### config.mk
export PLATFORM = sky130hd
export DESIGN_NAME = uart_rx_frame_ctrl_flat
export DESIGN_NICKNAME = d
export VERILOG_FILES = /design/src/rtl/uart_rx_frame_ctrl_pkg.sv /design/src/rtl/uart_rx_frame_ctrl_if.sv /design/src/rtl/uart_rx_frame_ctrl_byte_timer.sv /design/src/rtl/uart_rx_frame_ctrl.sv /design/src/flat_wrapper.sv
export SDC_FILE = /design/constraint.sdc
export NUM_CORES = 1
export LEC_CHECK = 0
export CAP_MARGIN = 15
export CORE_MARGIN = 4
export CORE_UTILIZATION = 40
export CTS_CLUSTER_DIAMETER = 80
export CTS_CLUSTER_SIZE = 30
export DETAILED_ROUTE_END_ITERATION = 8
export GPL_TIMING_DRIVEN = 0
export SYNTH_ARGS = -nofsm -noshare
export SYNTH_HDL_FRONTEND = slang
export SYNTH_SLANG_ARGS = --single-unit
### constraint.sdc
create_clock -name clk -period 2 [get_ports clk]
set_input_delay 0.2 -clock clk [delete_from_list [all_inputs] [get_ports clk]]
set_output_delay 0.2 -clock clk [all_outputs]
set_load 0.01 [all_outputs]
### src/rtl/uart_rx_frame_ctrl_pkg.sv
// -----------------------------------------------------------------------------
// uart_pkg
// Shared definitions for the UART receive frame controller:
//   - FSM state encoding used by uart_rx_frame_ctrl
//   - default frame start marker (SYNC byte)
//   - UART bit timing constant and the inter-byte timeout derived from it
//   - frame checksum helper
// -----------------------------------------------------------------------------
package uart_pkg;

  // Clocks per UART bit and bits per character (start + 8 data + stop).
  localparam int CLK_PER_BIT   = 434;
  localparam int BITS_PER_BYTE = 10;

  // Three character times of silence inside a frame abort it.
  localparam int DEFAULT_TIMEOUT_CYC = 3 * BITS_PER_BYTE * CLK_PER_BIT;

  localparam logic [7:0] DEFAULT_SYNC_BYTE = 8'h55;

  typedef enum logic [1:0] {
    ST_IDLE     = 2'd0,
    ST_GET_ADDR = 2'd1,
    ST_GET_DATA = 2'd2,
    ST_GET_CHK  = 2'd3
  } state_e;

  // A frame is good when its check byte equals ADDR xor DATA.
  function automatic logic chk_ok(input logic [7:0] addr,
                                  input logic [7:0] data,
                                  input logic [7:0] chk);
    return chk == (addr ^ data);
  endfunction

endpackage

### src/rtl/uart_rx_frame_ctrl_if.sv
// -----------------------------------------------------------------------------
// uart_rx_frame_ctrl_if
// Bundles the byte input from the UART receiver and the register-write /
// status outputs of the frame controller.
//   rx_irq, rx_data      : byte-valid pulse and received byte (into controller)
//   wr_en, wr_addr,
//   wr_data              : register write strobe and last good frame contents
//   err_chk, err_timeout : error pulses
//   busy, frame_cnt      : frame in progress, good frame count
// master : side that supplies bytes and observes results
// slave  : the frame controller
// -----------------------------------------------------------------------------
interface uart_rx_frame_ctrl_if;

  logic       rx_irq;
  logic [7:0] rx_data;
  logic       wr_en;
  logic [7:0] wr_addr;
  logic [7:0] wr_data;
  logic       err_chk;
  logic       err_timeout;
  logic       busy;
  logic [7:0] frame_cnt;

  modport master (
    output rx_irq, rx_data,
    input  wr_en, wr_addr, wr_data, err_chk, err_timeout, busy, frame_cnt
  );

  modport slave (
    input  rx_irq, rx_data,
    output wr_en, wr_addr, wr_data, err_chk, err_timeout, busy, frame_cnt
  );

endinterface

### src/rtl/uart_rx_frame_ctrl_byte_timer.sv
// -----------------------------------------------------------------------------
// uart_byte_timer
// Inter-byte idle timer. Counts clocks while enabled, clears on request, and
// saturates at TIMEOUT_CYC-1 so it can never wrap back into a false quiet
// period.
//   clk : system clock
//   rst : asynchronous active-low reset
//   clr : clear counter to 0 (wins over en)
//   en  : count this clock
//   tc  : counter is at its terminal value TIMEOUT_CYC-1
// -----------------------------------------------------------------------------
module uart_byte_timer
  import uart_pkg::*;
#(
  parameter int TIMEOUT_CYC = DEFAULT_TIMEOUT_CYC
) (
  input  logic clk,
  input  logic rst,
  input  logic clr,
  input  logic en,
  output logic tc
);

  localparam int CNT_W = (TIMEOUT_CYC > 1) ? $clog2(TIMEOUT_CYC) : 1;
  localparam logic [CNT_W-1:0] TC_VAL = CNT_W'(TIMEOUT_CYC - 1);

  logic [CNT_W-1:0] cnt_q;
  logic [CNT_W-1:0] cnt_d;

  always_comb begin
    cnt_d = cnt_q;
    if (clr) begin
      cnt_d = '0;
    end else if (en && (cnt_q != TC_VAL)) begin
      cnt_d = cnt_q + CNT_W'(1);
    end
  end

  always_ff @(posedge clk or negedge rst) begin
    if (!rst) begin
      cnt_q <= '0;
    end else begin
      cnt_q <= cnt_d;
    end
  end

  assign tc = (cnt_q == TC_VAL);

endmodule

### src/rtl/uart_rx_frame_ctrl.sv
// -----------------------------------------------------------------------------
// uart_rx_frame_ctrl
// Assembles 4-byte frames {SYNC, ADDR, DATA, CHK} from a UART byte stream and
// turns each good frame into a one-cycle register write.
//   clk : system clock, all logic on posedge
//   rst : asynchronous active-low reset
//   bus : uart_rx_frame_ctrl_if.slave
//         in : rx_irq, rx_data
//         out: wr_en, wr_addr, wr_data (registered write strobe + contents)
//              err_chk (bad checksum pulse), err_timeout (inter-byte timeout
//              pulse), busy (frame in progress), frame_cnt (good frames)
// -----------------------------------------------------------------------------
module uart_rx_frame_ctrl
  import uart_pkg::*;
#(
  parameter logic [7:0] SYNC_BYTE   = DEFAULT_SYNC_BYTE,
  parameter int         TIMEOUT_CYC = DEFAULT_TIMEOUT_CYC
) (
  input  logic                 clk,
  input  logic                 rst,
  uart_rx_frame_ctrl_if.slave  bus
);

  state_e     state_q,     state_d;
  logic [7:0] addr_q,      addr_d;
  logic [7:0] data_q,      data_d;
  logic       wr_en_q,     wr_en_d;
  logic [7:0] wr_addr_q,   wr_addr_d;
  logic [7:0] wr_data_q,   wr_data_d;
  logic       err_chk_q,   err_chk_d;
  logic       err_to_q,    err_to_d;
  logic [7:0] frame_cnt_q, frame_cnt_d;

  logic timer_clr;
  logic timer_en;
  logic timer_tc;

  uart_byte_timer #(
    .TIMEOUT_CYC (TIMEOUT_CYC)
  ) u_timer (
    .clk (clk),
    .rst (rst),
    .clr (timer_clr),
    .en  (timer_en),
    .tc  (timer_tc)
  );

  always_comb begin
    state_d     = state_q;
    addr_d      = addr_q;
    data_d      = data_q;
    wr_en_d     = 1'b0;
    wr_addr_d   = wr_addr_q;
    wr_data_d   = wr_data_q;
    err_chk_d   = 1'b0;
    err_to_d    = 1'b0;
    frame_cnt_d = frame_cnt_q;

    // A byte arriving on the terminal-count cycle is accepted, so the byte
    // path is checked before the timeout path.
    if (bus.rx_irq) begin
      unique case (state_q)
        ST_IDLE: begin
          if (bus.rx_data == SYNC_BYTE) begin
            state_d = ST_GET_ADDR;
          end
        end
        ST_GET_ADDR: begin
          addr_d  = bus.rx_data;
          state_d = ST_GET_DATA;
        end
        ST_GET_DATA: begin
          data_d  = bus.rx_data;
          state_d = ST_GET_CHK;
        end
        ST_GET_CHK: begin
          state_d = ST_IDLE;
          if (chk_ok(addr_q, data_q, bus.rx_data)) begin
            wr_en_d     = 1'b1;
            wr_addr_d   = addr_q;
            wr_data_d   = data_q;
            frame_cnt_d = frame_cnt_q + 8'd1;
          end else begin
            err_chk_d = 1'b1;
          end
        end
        default: state_d = ST_IDLE;
      endcase
    end else if (timer_tc && (state_q != ST_IDLE)) begin
      state_d  = ST_IDLE;
      err_to_d = 1'b1;
    end

    // Clearing on every byte also covers the SYNC that starts a frame; the
    // counter is held at zero throughout IDLE.
    timer_clr = bus.rx_irq || (state_d == ST_IDLE);
    timer_en  = (state_q != ST_IDLE);
  end

  always_ff @(posedge clk or negedge rst) begin
    if (!rst) begin
      state_q     <= ST_IDLE;
      addr_q      <= '0;
      data_q      <= '0;
      wr_en_q     <= 1'b0;
      wr_addr_q   <= '0;
      wr_data_q   <= '0;
      err_chk_q   <= 1'b0;
      err_to_q    <= 1'b0;
      frame_cnt_q <= '0;
    end else begin
      state_q     <= state_d;
      addr_q      <= addr_d;
      data_q      <= data_d;
      wr_en_q     <= wr_en_d;
      wr_addr_q   <= wr_addr_d;
      wr_data_q   <= wr_data_d;
      err_chk_q   <= err_chk_d;
      err_to_q    <= err_to_d;
      frame_cnt_q <= frame_cnt_d;
    end
  end

  assign bus.wr_en       = wr_en_q;
  assign bus.wr_addr     = wr_addr_q;
  assign bus.wr_data     = wr_data_q;
  assign bus.err_chk     = err_chk_q;
  assign bus.err_timeout = err_to_q;
  assign bus.frame_cnt   = frame_cnt_q;
  assign bus.busy        = (state_q != ST_IDLE);

endmodule
### src/flat_wrapper.sv
// flat-port wrapper written by rule: the top's interface ports become plain ports
module uart_rx_frame_ctrl_flat import uart_pkg::*;
#(
  parameter logic [7:0] SYNC_BYTE   = DEFAULT_SYNC_BYTE,
  parameter int         TIMEOUT_CYC = DEFAULT_TIMEOUT_CYC
)
  (clk, rst, bus_rx_irq, bus_rx_data, bus_wr_en, bus_wr_addr, bus_wr_data, bus_err_chk, bus_err_timeout, bus_busy, bus_frame_cnt);
  uart_rx_frame_ctrl_if bus_i ();
  input  logic clk;
  input  logic rst;
  input wire logic [$bits(bus_i.rx_irq)-1:0] bus_rx_irq;
  input wire logic [$bits(bus_i.rx_data)-1:0] bus_rx_data;
  output wire logic [$bits(bus_i.wr_en)-1:0] bus_wr_en;
  output wire logic [$bits(bus_i.wr_addr)-1:0] bus_wr_addr;
  output wire logic [$bits(bus_i.wr_data)-1:0] bus_wr_data;
  output wire logic [$bits(bus_i.err_chk)-1:0] bus_err_chk;
  output wire logic [$bits(bus_i.err_timeout)-1:0] bus_err_timeout;
  output wire logic [$bits(bus_i.busy)-1:0] bus_busy;
  output wire logic [$bits(bus_i.frame_cnt)-1:0] bus_frame_cnt;
  assign bus_i.rx_irq = bus_rx_irq;
  assign bus_i.rx_data = bus_rx_data;
  assign bus_wr_en = bus_i.wr_en;
  assign bus_wr_addr = bus_i.wr_addr;
  assign bus_wr_data = bus_i.wr_data;
  assign bus_err_chk = bus_i.err_chk;
  assign bus_err_timeout = bus_i.err_timeout;
  assign bus_busy = bus_i.busy;
  assign bus_frame_cnt = bus_i.frame_cnt;
  uart_rx_frame_ctrl #(.SYNC_BYTE(SYNC_BYTE), .TIMEOUT_CYC(TIMEOUT_CYC)) u_core (.clk(clk), .rst(rst), .bus(bus_i));
endmodule
== Word level (Yosys, flattened, before mapping) ==
Cells that the tools add are included.
Word-level totals
  register bits: 59
  input port bits: 11
  output and inout port bits: 28
  logic and storage cells: 44
Cells by class
  add/subtract/negate cells: 2
  equal/unequal tests: 7
  muxes and demuxes: 14
  bitwise logic cells: 1
  reduce and logical (&&, ||, !) cells: 10
Operators by type and width (number)
  $mux W14: 2
  $add A14 B1 Y14 const B: 1
  $eq A14 B14 Y1 const B: 1
  $ne A14 B14 Y1 const B: 1
  $add A8 B1 Y8 const B: 1
  $eq A8 B7 Y1 const B: 1
  $eq A8 B8 Y1: 1
  $mux W1: 8
  $pmux W2 S4: 1
  $xor A8 B8 Y8: 1
  $mux W2: 3
  $eq A2 B2 Y1 const B: 2
  $logic_not A2 Y1: 2
  $reduce_and A2 Y1: 2
  $reduce_bool A2 Y1: 2
  $reduce_and A3 Y1: 1
  $eq A2 B1 Y1 const B: 1
  $logic_and A1 B1 Y1: 2
  $logic_or A1 B1 Y1: 1

== Logic depth before layout (Yosys ltp) ==
Gate-level depths: netlist of the first run.
  depth after elaboration: 7
  depth in mapped cells: 7
  gate-level depth less buffers: 6

== By module ==
From an unflattened synthesis of the first run, not the netlist that was laid out.
Second synthesis, totals
  cells, all modules: 212
  area, all modules: 2861.5 um^2
Modules (own cells, without submodules)
  uart_rx_frame_ctrl: instances 1, cells an instance 137, area each 2104.5 um^2, sequential area each 1126.1 um^2
  uart_byte_timer: instances 1, cells an instance 75, area each 757.0 um^2, sequential area each 350.3 um^2

== Worst setup path after synthesis of the first run ==
Ideal clock, no wire load.
  kind: reg-to-reg
  start point: reg u_core.data_q[3]
  end point: reg u_core.wr_addr_q[0] (netlist: u_core.bus.wr_addr[0])
  library setup time: 0.125 ns
  arrival: 1.769 ns
  required time: 1.875 ns
  path slack: 0.106 ns
  stages on the path, launching flop included: 6
  buffers on the path: 1
  clock period less this slack: 1.894 ns
  cell sequence: dfrtp_1 -> xnor3_2 -> nand4_4 -> nor3_4 -> buf_12 -> mux2_4
On the way
  cells in the longest elaborated chain, start to end: 3
Ends and longest elaborated chain
  start: declaration: line uart_rx_frame_ctrl.sv:26  | logic [7:0] data_q, data_d;
  start signal: assignment: line uart_rx_frame_ctrl.sv:114  | data_q <= data_d;
  $xor A8 B8 Y8: line uart_rx_frame_ctrl_pkg.sv:31  | return chk == (addr ^ data);
  $eq A8 B8 Y1: line uart_rx_frame_ctrl_pkg.sv:31
  $reduce_and A3 Y1 (no source line)
  end signal: assignment: line uart_rx_frame_ctrl.sv:116  | wr_addr_q <= wr_addr_d;
  end: declaration: line uart_rx_frame_ctrl.sv:28  | logic [7:0] wr_addr_q, wr_addr_d;
Every way passes these cells.
A chain may end at the register's enable or synchronous reset.

== Final worst setup path of the first run ==
  start point: in bus_rx_data[3]
  end point: reg u_core.wr_data_q[2] (netlist: u_core.bus.wr_data[2])
On the way
  cells in the longest elaborated chain, start to end: 2
Ends and longest elaborated chain
  start: declaration: line flat_wrapper.sv:12  | input wire logic [$bits(bus_i.rx_data)-1:0] bus_rx_data;
  $eq A8 B8 Y1: line uart_rx_frame_ctrl_pkg.sv:31
  $reduce_and A3 Y1 (no source line)
  end signal: assignment: line uart_rx_frame_ctrl.sv:117  | wr_data_q <= wr_data_d;
  end: declaration: line uart_rx_frame_ctrl.sv:29  | logic [7:0] wr_data_q, wr_data_d;
Every way passes these cells.

==> results of run 1 <==
final cells by class:
type	count	area [um^2]
Multi-Input combinational cell	138	1310
Buffer	6	43.8
Fill cell	589	3170
Sequential cell	59	1480
Clock inverter	5	77.6
Clock buffer	10	138
Timing Repair Buffer	45	443
Inverter	5	18.8
Tap cell	96	120
power breakdown:
group	switching [mW]	internal (mW)	leakage, nW
combinational	0.576	0.753	0.769
clock	0.464	0.724	0.108
sequential	0.209	1.45	0.785
total	1.25	2.92	1.66
worst paths after layout:
path                                                      from                                   to  slack (ns)  cells after the start
hold / removal                                      bus_rx_irq          u_core.state_q[1]$_DFF_PN0_        0.26                      3
max in group asynchronous                                  rst  u_core.bus.frame_cnt[3]$_DFFE_PN0P_        1.04                      3
setup reg to reg                  u_core.data_q[3]$_DFFE_PN0P_    u_core.bus.wr_data[2]$_DFFE_PN0P_        0.11                      5
setup / recovery                                bus_rx_data[3]    u_core.bus.wr_data[2]$_DFFE_PN0P_        0.09                      6
min in group asynchronous                                  rst           u_core.bus.wr_en$_DFF_PN0_        0.38                      2
hold reg to reg            u_core.bus.frame_cnt[7]$_DFFE_PN0P_  u_core.bus.frame_cnt[7]$_DFFE_PN0P_        0.46                      1
synth_stat cells, drive strengths merged:
master,count
a221oi,1
o221ai,1
mux2i,1
nor4bb,2
nor3,6
nand4,11
clkbuf,5
and3,1
a21oi,4
and2,2
and4,1
and4bb,1
xnor2,2
xnor3,8
or3,2
nand3,8
nand3b,1
mux2,33
a41oi,1
buf,1
nor2,13
nor4,3
dfrtp,59
nand2,5
ha,6
nor3b,1
xor2,15
nor2b,1
o21ai,6
and4b,2
inv,5
cells in the final DEF, fill, tap and decap left out, types with 2 or more instances in the layout:
master	n
ha_1	5
and2_1	2
xnor3_1	4
dfrtp_1	59
a21oi_1	4
nor2_1	13
nand4_4	2
mux2_2	25
nand2_1	5
clkbuf_8	10
o21ai_0	6
bufinv_16	2
xnor3_2	4
xnor2_1	2
clkinv_2	2
nand3_1	8
or3_1	2
inv_1	5
mux2_4	8
clkbuf_1	3
buf_12	2
nand4_1	9
buf_2	2
and4b_1	2
nor3_1	5
xor2_1	15
clkdlybuf4s50_1	35
buf_4	6
nor4_1	3
per-layer routing:
| layer | share of wire | vias up | GRT usage |
|---|---|---|---|
| li1 | - | 868 | - |
| met1 | 0.47 | 882 | 0.184 |
| met2 | 0.47 | 28 | 0.202 |
| met3 | 0.037 | 11 | 0.0328 |
| met4 | 0.021 | 0 | 0.0780 |
| met5 | 0 | - | 0 |
logic make-up after synthesis:
group / after synthesis / share of synthesized area
fa+ha+maj: 6 / 0.0267
compound gates: 13 / 0.0271
xor+xnor: 25 / 0.119
buf+inv: 11 / 0.0205
simple gates: 60 / 0.135
mux: 34 / 0.146
flops: 59 / 0.525
worst max-delay path, delay by kind of cell:
kind | cells | cell delay (ns)
multiplexers | 1 | 0.34
XOR/XNOR | 1 | 0.44
buffers and inverters | 2 | 0.66
AND/OR/NAND/NOR | 2 | 0.48
sequential cells by signal, indices dropped and copies added (netlist names):
register                count
u_core.addr_q               8
u_core.bus.err_chk          1
u_core.data_q               8
u_core.state_q              2
u_core.bus.err_timeout      1
u_core.bus.wr_en            1
u_core.u_timer.cnt_q       14
u_core.bus.frame_cnt        8
u_core.bus.wr_data          8
u_core.bus.wr_addr          8
per-stage QoR:
| step | util | instances | instance area [um^2] | hold WS (ns) | power (mW) |
|---|---|---|---|---|---|
| detailed placement | 0.488 | 342 | 3320 | 0.212 | 2.93 |
| global route | 0.533 | 364 | 3620 | 0.288 | 4.42 |
| CTS | 0.529 | 362 | 3590 | 0.244 | 4.20 |
| finish | 0.533 | 364 | 3620 | 0.262 | 4.17 |
| floorplan | - | 208 | 2810 | -0.0956 | 2.58 |
| global placement | 0.486 | 341 | 3300 | 0.457 | 2.91 |
timing repair:
action	4_1_cts	5_1_grt
setup endpoints to repair	30	17
gates resized for setup	4	7
pin swaps	1	3
setup buffers	4	2
hold buffers	1	0
endpoints found under the hold margin	22	0
==> summary by stage, run 1 <==
STA
The headroom to the max-slew limit is 0.651. Setup violations remaining at the end of the flow were counted as 0. The worst setup skew after layout is 0.0105 ns.

The shortest period the worst path allows is 1.91 ns. The number of max-slew violations in the final report is 0. Of the available clock period, the critical path in the final layout requires 0.957.

For the final routed database, the setup TNS stands at 0 ns. The final count of hold timing violations is 0. The final worst slack is 0.0865 ns. Setup repair after global routing left no endpoint under its margin. At the pin with the least slew margin, the transition time is 0.524 ns. The fmax is 523 MHz.

Hold path
The worst min-delay path category is input pin to flip-flop.

Floorplanning
The floorplan step set the die width to 91.8 um. The effective utilization at floorplan is 0.414. The core area is 6790 um^2.

The floorplan step defined a die boundary enclosing 8430 um^2. The die height is 91.8 um. The count of pins on the block boundary is 39. The floorplan has 30 rows.

Synth
The biggest area contributor in the post-synthesis netlist is dfrtp_1. Synthesis produced 208 cells. The number of nets in the synthesized netlist is 225. In this run the mean area of a mapped cell was 13.5 um^2. Of the post-synthesis cell area, the dominant cell type holds 0.525. Ranked by total cell area, the synthesized netlist is headed by dfrtp_1 (53%), mux2_2 (10%), xor2_1 (4.7%), mux2_4 (4.3%), xnor3_2 (3.4%). The share of the Yosys chip area taken by registers is 0.525. The count of warnings emitted by yosys is 0.

In this run the cell area of the synthesized design comes to 2810 um^2. After synthesis the netlist holds a flip-flop and latch count of 59. Counting distinct cell types in the post-synthesis netlist gives 35.

Setup path
The highest net fanout along the worst path is 8. Among all stages on the critical path, the largest delay is contributed by clkdlybuf4s50_1. The largest single stage delay on the critical path is 0.46 ns. At the worst endpoint, the arrival time is 2.12 ns. The endpoint kind of the worst setup timing path is a flip-flop.

The critical path in this run is classified as input pin to flip-flop. The data required time at the worst endpoint is 2.21 ns. The critical path goes through clkdlybuf4s50_1 > xnor3_2 > nand4_4 > nor3_4 > buf_4 > mux2_2.

STA classifies the critical path startpoint as an input pin.

Cells and area
At the end of the flow, the number of nets in the layout was 281. The relative area change from synthesis to final layout is 28.9%. The number of antenna repair diodes is 0.

The proportion of layout cells with a drive suffix above 1 is 0.265.

GRT
For this run the aggregate overflow at the end of global routing stands at 0. In the global route stage, overall resource usage came out at 0.137. The number of global-route vias before repair was 1758. Entering global routing, the biggest net connects 38 pins. The initial antenna violation count came to 0. The first-pass GRT wire length is 8.99 mm.

Status
The run finished with clean final reports.

Route
The routed design has 5.28 mm of wire. The final antenna-violating net count is 0. In the routed design, unresolved DRC markers number 0.

The violation count after the first detailed-route iteration is 44. In the final routed layout, each cell accounts on average for 14.5 um. The total iterations of the first detailed-routing run is 4. Detailed routing inserted a total of 1789 vias. The via density per instance is 4.91.

Clocking
The maximum count of clock buffers along a single path is 2. The clock reaches the later pin of the worst-skew pair after 0.33 ns. The CTS tree is built. The tree is rooted in a clkbuf_8.

CTS built an H-tree with a depth of 3. The clock net sink count is 59. The clock-pin transition on the worst setup and hold timing paths is 0.06 ns. TritonCTS created 9 clock buffers.

Placement
The final HPWL from detailed placement is 3.67 mm. The pre-CTS worst setup slack is -0.604 ns. Routability-driven placement finished with a final weighted congestion of 0.815. Port buffering added 37 buffers.

Pwr
The peak ir drop on the vdd network is 0.413 mV. In this run the static leakage power is 1.66 nW. In this run the power density over the cells is 1150 nW/um^2.

Flow run
The max-capacitance violation count is 0.
Power figures use the tool's default switching activity.
==> run 2, diff against run 1 <==
CTS_BUF_LIST = sky130_fd_sc_hd__clkbuf_8   (was default)
==> results of run 2 <==
Same layout as run 1: the final DEF is identical, and so are final timing and power.
==> run 3, diff against run 2 <==
CORE_UTILIZATION = 25   (was 40)
SYNTH_HIERARCHICAL = 1   (was default)
==> run 3 against run 2 <==
Net effect: clock skew fell by 0.0034 ns; area after synthesis rose by 1.8%; sequential power barely moved; clock-buffer cell count did not move; critical path depth did not move; sequential share of layout area fell by 1.1 points; combinational power barely moved; worst hold slack improved by 0.097 ns; critical path type unchanged; largest cell class unchanged.
==> summary by stage, run 3 <==
Status
The flow ran to the end, and the final reports show no timing, DRC or antenna violations.

Clocking
The CTS tree is built. No sink is reached through more buffers than the 2 on the longest clock path. Counting every sink on the clock net gives 59. The number of levels in the clock H-tree is 3. After clock tree synthesis, the clock-pin slew on the worst setup and hold paths is 0.07 ns. Counting the buffers created by CTS gives 9. The cell at the root of the clock tree is clkbuf_8.

The later pin in the worst-skew pair is clocked with a latency of 0.33 ns.

Setup path
The endpoint kind of the worst setup timing path is a flip-flop. The critical setup path kind is input pin to flip-flop. The worst register-to-register path has a setup slack of 0.09 ns. The number of cells traversed by the worst register-to-register path is 7. STA classifies the critical path startpoint as an input pin. In this run the worst path has a maximum fanout of 8. The data required time at the worst endpoint is 2.22 ns.

The worst register-to-register path ends at u_core/u_timer/cnt_q[2]$_DFFE_PN0P_. The most critical setup path has its endpoint at u_core/bus.wr_addr[0]$_DFFE_PN0P_. The arrival time of data at the critical path endpoint is 2.18 ns. The startpoint of the most critical register-to-register path is u_core/u_timer/cnt_q[0]$_DFFE_PN0P_. The start point of the critical path is bus_rx_data[0].

GRT
The largest net degree at the start of global routing is 40. The initial antenna violation count is 0. The first global-routing pass estimated 9.87 mm of wire.

The all-layer global routing usage is 0.0963. The number of global-route vias before repair is 1931. The sum of overflow across all layers after global routing is 0.

Route
The vias after detailed routing is 1851. The final routed DRC violation total is 0. The routed wire length is 5.92 mm. In the final routed layout, each cell accounts on average for 14.3 um. Using the TritonRoute via totals, the vias-per-cell ratio works out to 4.47. The final antenna-violating net count is 0. The pre-antenna-repair detailed-routing pass consisted of 4 iterations. After the first detailed-routing iteration, the DRC count stood at 60.

Placement
The port buffer count is 38. The final HPWL from detailed placement is 4.15 mm. Including well taps, the total number of placed cells is 391.

The pre-CTS worst setup slack is -0.604 ns. The routability congestion estimate is 0.768.

STA
The final cycle utilization of the critical path is 0.979. The number of max-slew violations in the final report is 0. The final total negative setup slack is 0 ns. The number of setup violations in the final report is 0. The final hold slack is 0.359 ns. Setup repair after global routing could not meet its margin everywhere.

At the pin with the least slew margin, the transition time is 0.494 ns. The worst setup skew after layout is 0.00707 ns. The final worst slack is 0.0425 ns. After layout, the minimum clock period comes to 1.96 ns.

The fmax is 511 MHz. In this run the tightest slew margin relative to its limit is 0.670. The final count of hold timing violations is 0.

Hold path
The worst min-delay path category is input pin to async pin.

Pwr
The ratio of total power to cell area is 1090 nW/um^2. In this run the static leakage power is 1.68 nW. The peak ir drop on the vdd network is 0.359 mV.

Cells and area
For this run, the share of the core covered by cells in the final layout is 0.337. The most flop-heavy register is u_core/u_timer/cnt_q. The proportion of layout cells with a drive suffix above 1 is 0.277. Compared with the post-synthesis result, the final layout area differs by 30.0%. The register with the most flip-flops in the layout has 14 of them. The repair_antennas step left the layout with diodes totalling 0. The count of non-filler cells in the finished layout is 414. In the layout the commonest cells are dfrtp_1 (59), clkdlybuf4s50_1 (36), mux2_2 (25).

In the final design database the tool counted 286 nets. The commonest non-fill, non-tap cell in the layout is dfrtp_1.

Synth
The count of warnings emitted by yosys is 6. Counting flops with an async set or reset pin after synthesis yields a share of 1.00. The largest area contributor in the netlist is dfrtp_1. The count of flip-flops with a built-in enable after synthesis is 0. The number of nets handed over by synthesis was 229.

The number of distinct library cells after synthesis is 41. After synthesis, the most frequently instantiated cells are dfrtp_1 (59), mux2_2 (25), nor2_1 (15), xor2_1 (15), nand3_1 (9). The primary flip-flop cell chosen by synthesis mapping is dfrtp_1. The share of synthesized area occupied by flip-flops and latches is 0.516. Of the post-synthesis cell area, the dominant cell type holds 0.516. The combined area of all synthesized cells is 2860 um^2. Counting flops and latches in the post-synthesis netlist gives 59. The average cell area after synthesis is 13.5 um^2. Ranked by total cell area, the synthesized netlist is headed by dfrtp_1 (52%), mux2_2 (9.8%), xor2_1 (4.6%), mux2_4 (4.2%), xnor3_2 (3.3%). Synthesis produced a netlist whose cell count is 212. dfrtp_1 is the most common cell in the netlist.

Floorplanning
The effective utilization at floorplan is 0.259. The chip width is 115 um. The die area is 13200 um^2. The core area is 11000 um^2. 39 I/O pins were placed. The floorplan has 38 rows. The die height is 115 um.

Flow run
The max-capacitance violation count is 0.
run 3: layout make-up:
type / count / area (um^2)
Sequential cell: 59 / 1480
Tap cell: 140 / 175
Timing Repair Buffer: 46 / 453
Buffer: 5 / 46.3
Inverter: 5 / 18.8
Multi-Input combinational cell: 143 / 1360
Fill cell: 1100 / 7310
Clock buffer: 10 / 138
Clock inverter: 6 / 56.3
run 3: what timing repair did:
action / CTS / global route
setup buffers: 6 / 0
pin swaps: 1 / 3
gates resized for setup: 6 / 3
hold buffers: 1 / 0
setup endpoints to repair: 31 / 23
endpoints found under the hold margin: 20 / 0
run 3: metrics by stage:
stage / cell area (um^2) / total power [mW]
after global placement: 3420 / 2.93
after floorplan: 2860 / 2.58
after global routing: 3720 / 4.31
after CTS: 3700 / 4.11
final: 3720 / 4.07
after detailed placement: 3430 / 2.97
run 3: how the worst min path moves through the flow:
stage | startpoint | endpoint | slack (ns) | depth (start not counted)
floorplan | rst | u_core/addr_q[0]$_DFFE_PN0P_ | -0.1 | 0
global placement | u_core/bus.frame_cnt[7]$_DFFE_PN0P_ | u_core/bus.frame_cnt[7]$_DFFE_PN0P_ | 0.46 | 1
detailed placement | rst | u_core/bus.wr_en$_DFF_PN0_ | 0.20 | 1
CTS | rst | u_core/bus.wr_addr[7]$_DFFE_PN0P_ | 0.36 | 2
global route | rst | u_core/bus.wr_en$_DFF_PN0_ | 0.39 | 2
finish | rst | u_core/bus.wr_en$_DFF_PN0_ | 0.36 | 2
run 3: cells by family after synthesis:
logic type / share of synthesized area
buffers and inverters: 0.0214
adders and majority gates: 0.0262
and+or+nand+nor: 0.148
DFF: 0.516
muxes: 0.140
AOI/OAI and AO/OA: 0.0280
xor gates and xnor gates: 0.120
run 3: power by group:
group / leakage [nW] / total (mW) / internal, mW / switching [mW]
Combinational: 0.800 / 1.34 / 0.743 / 0.600
Clock: 0.103 / 1.07 / 0.598 / 0.469
Sequential: 0.780 / 1.66 / 1.45 / 0.213
run 3: per-layer routing:
layer / global-route usage / routed length [um]
met5: 0 / 0
met4: 0.0446 / 103
met3: 0.0211 / 121
met2: 0.149 / 2770
met1: 0.129 / 2930
run 3: critical path, cell delays in order:
cell,delay (ns)
clkdlybuf4s50_1,0.48
xnor3_2,0.46
nand4_4,0.18
nor3_4,0.32
buf_4,0.21
mux2_2,0.33
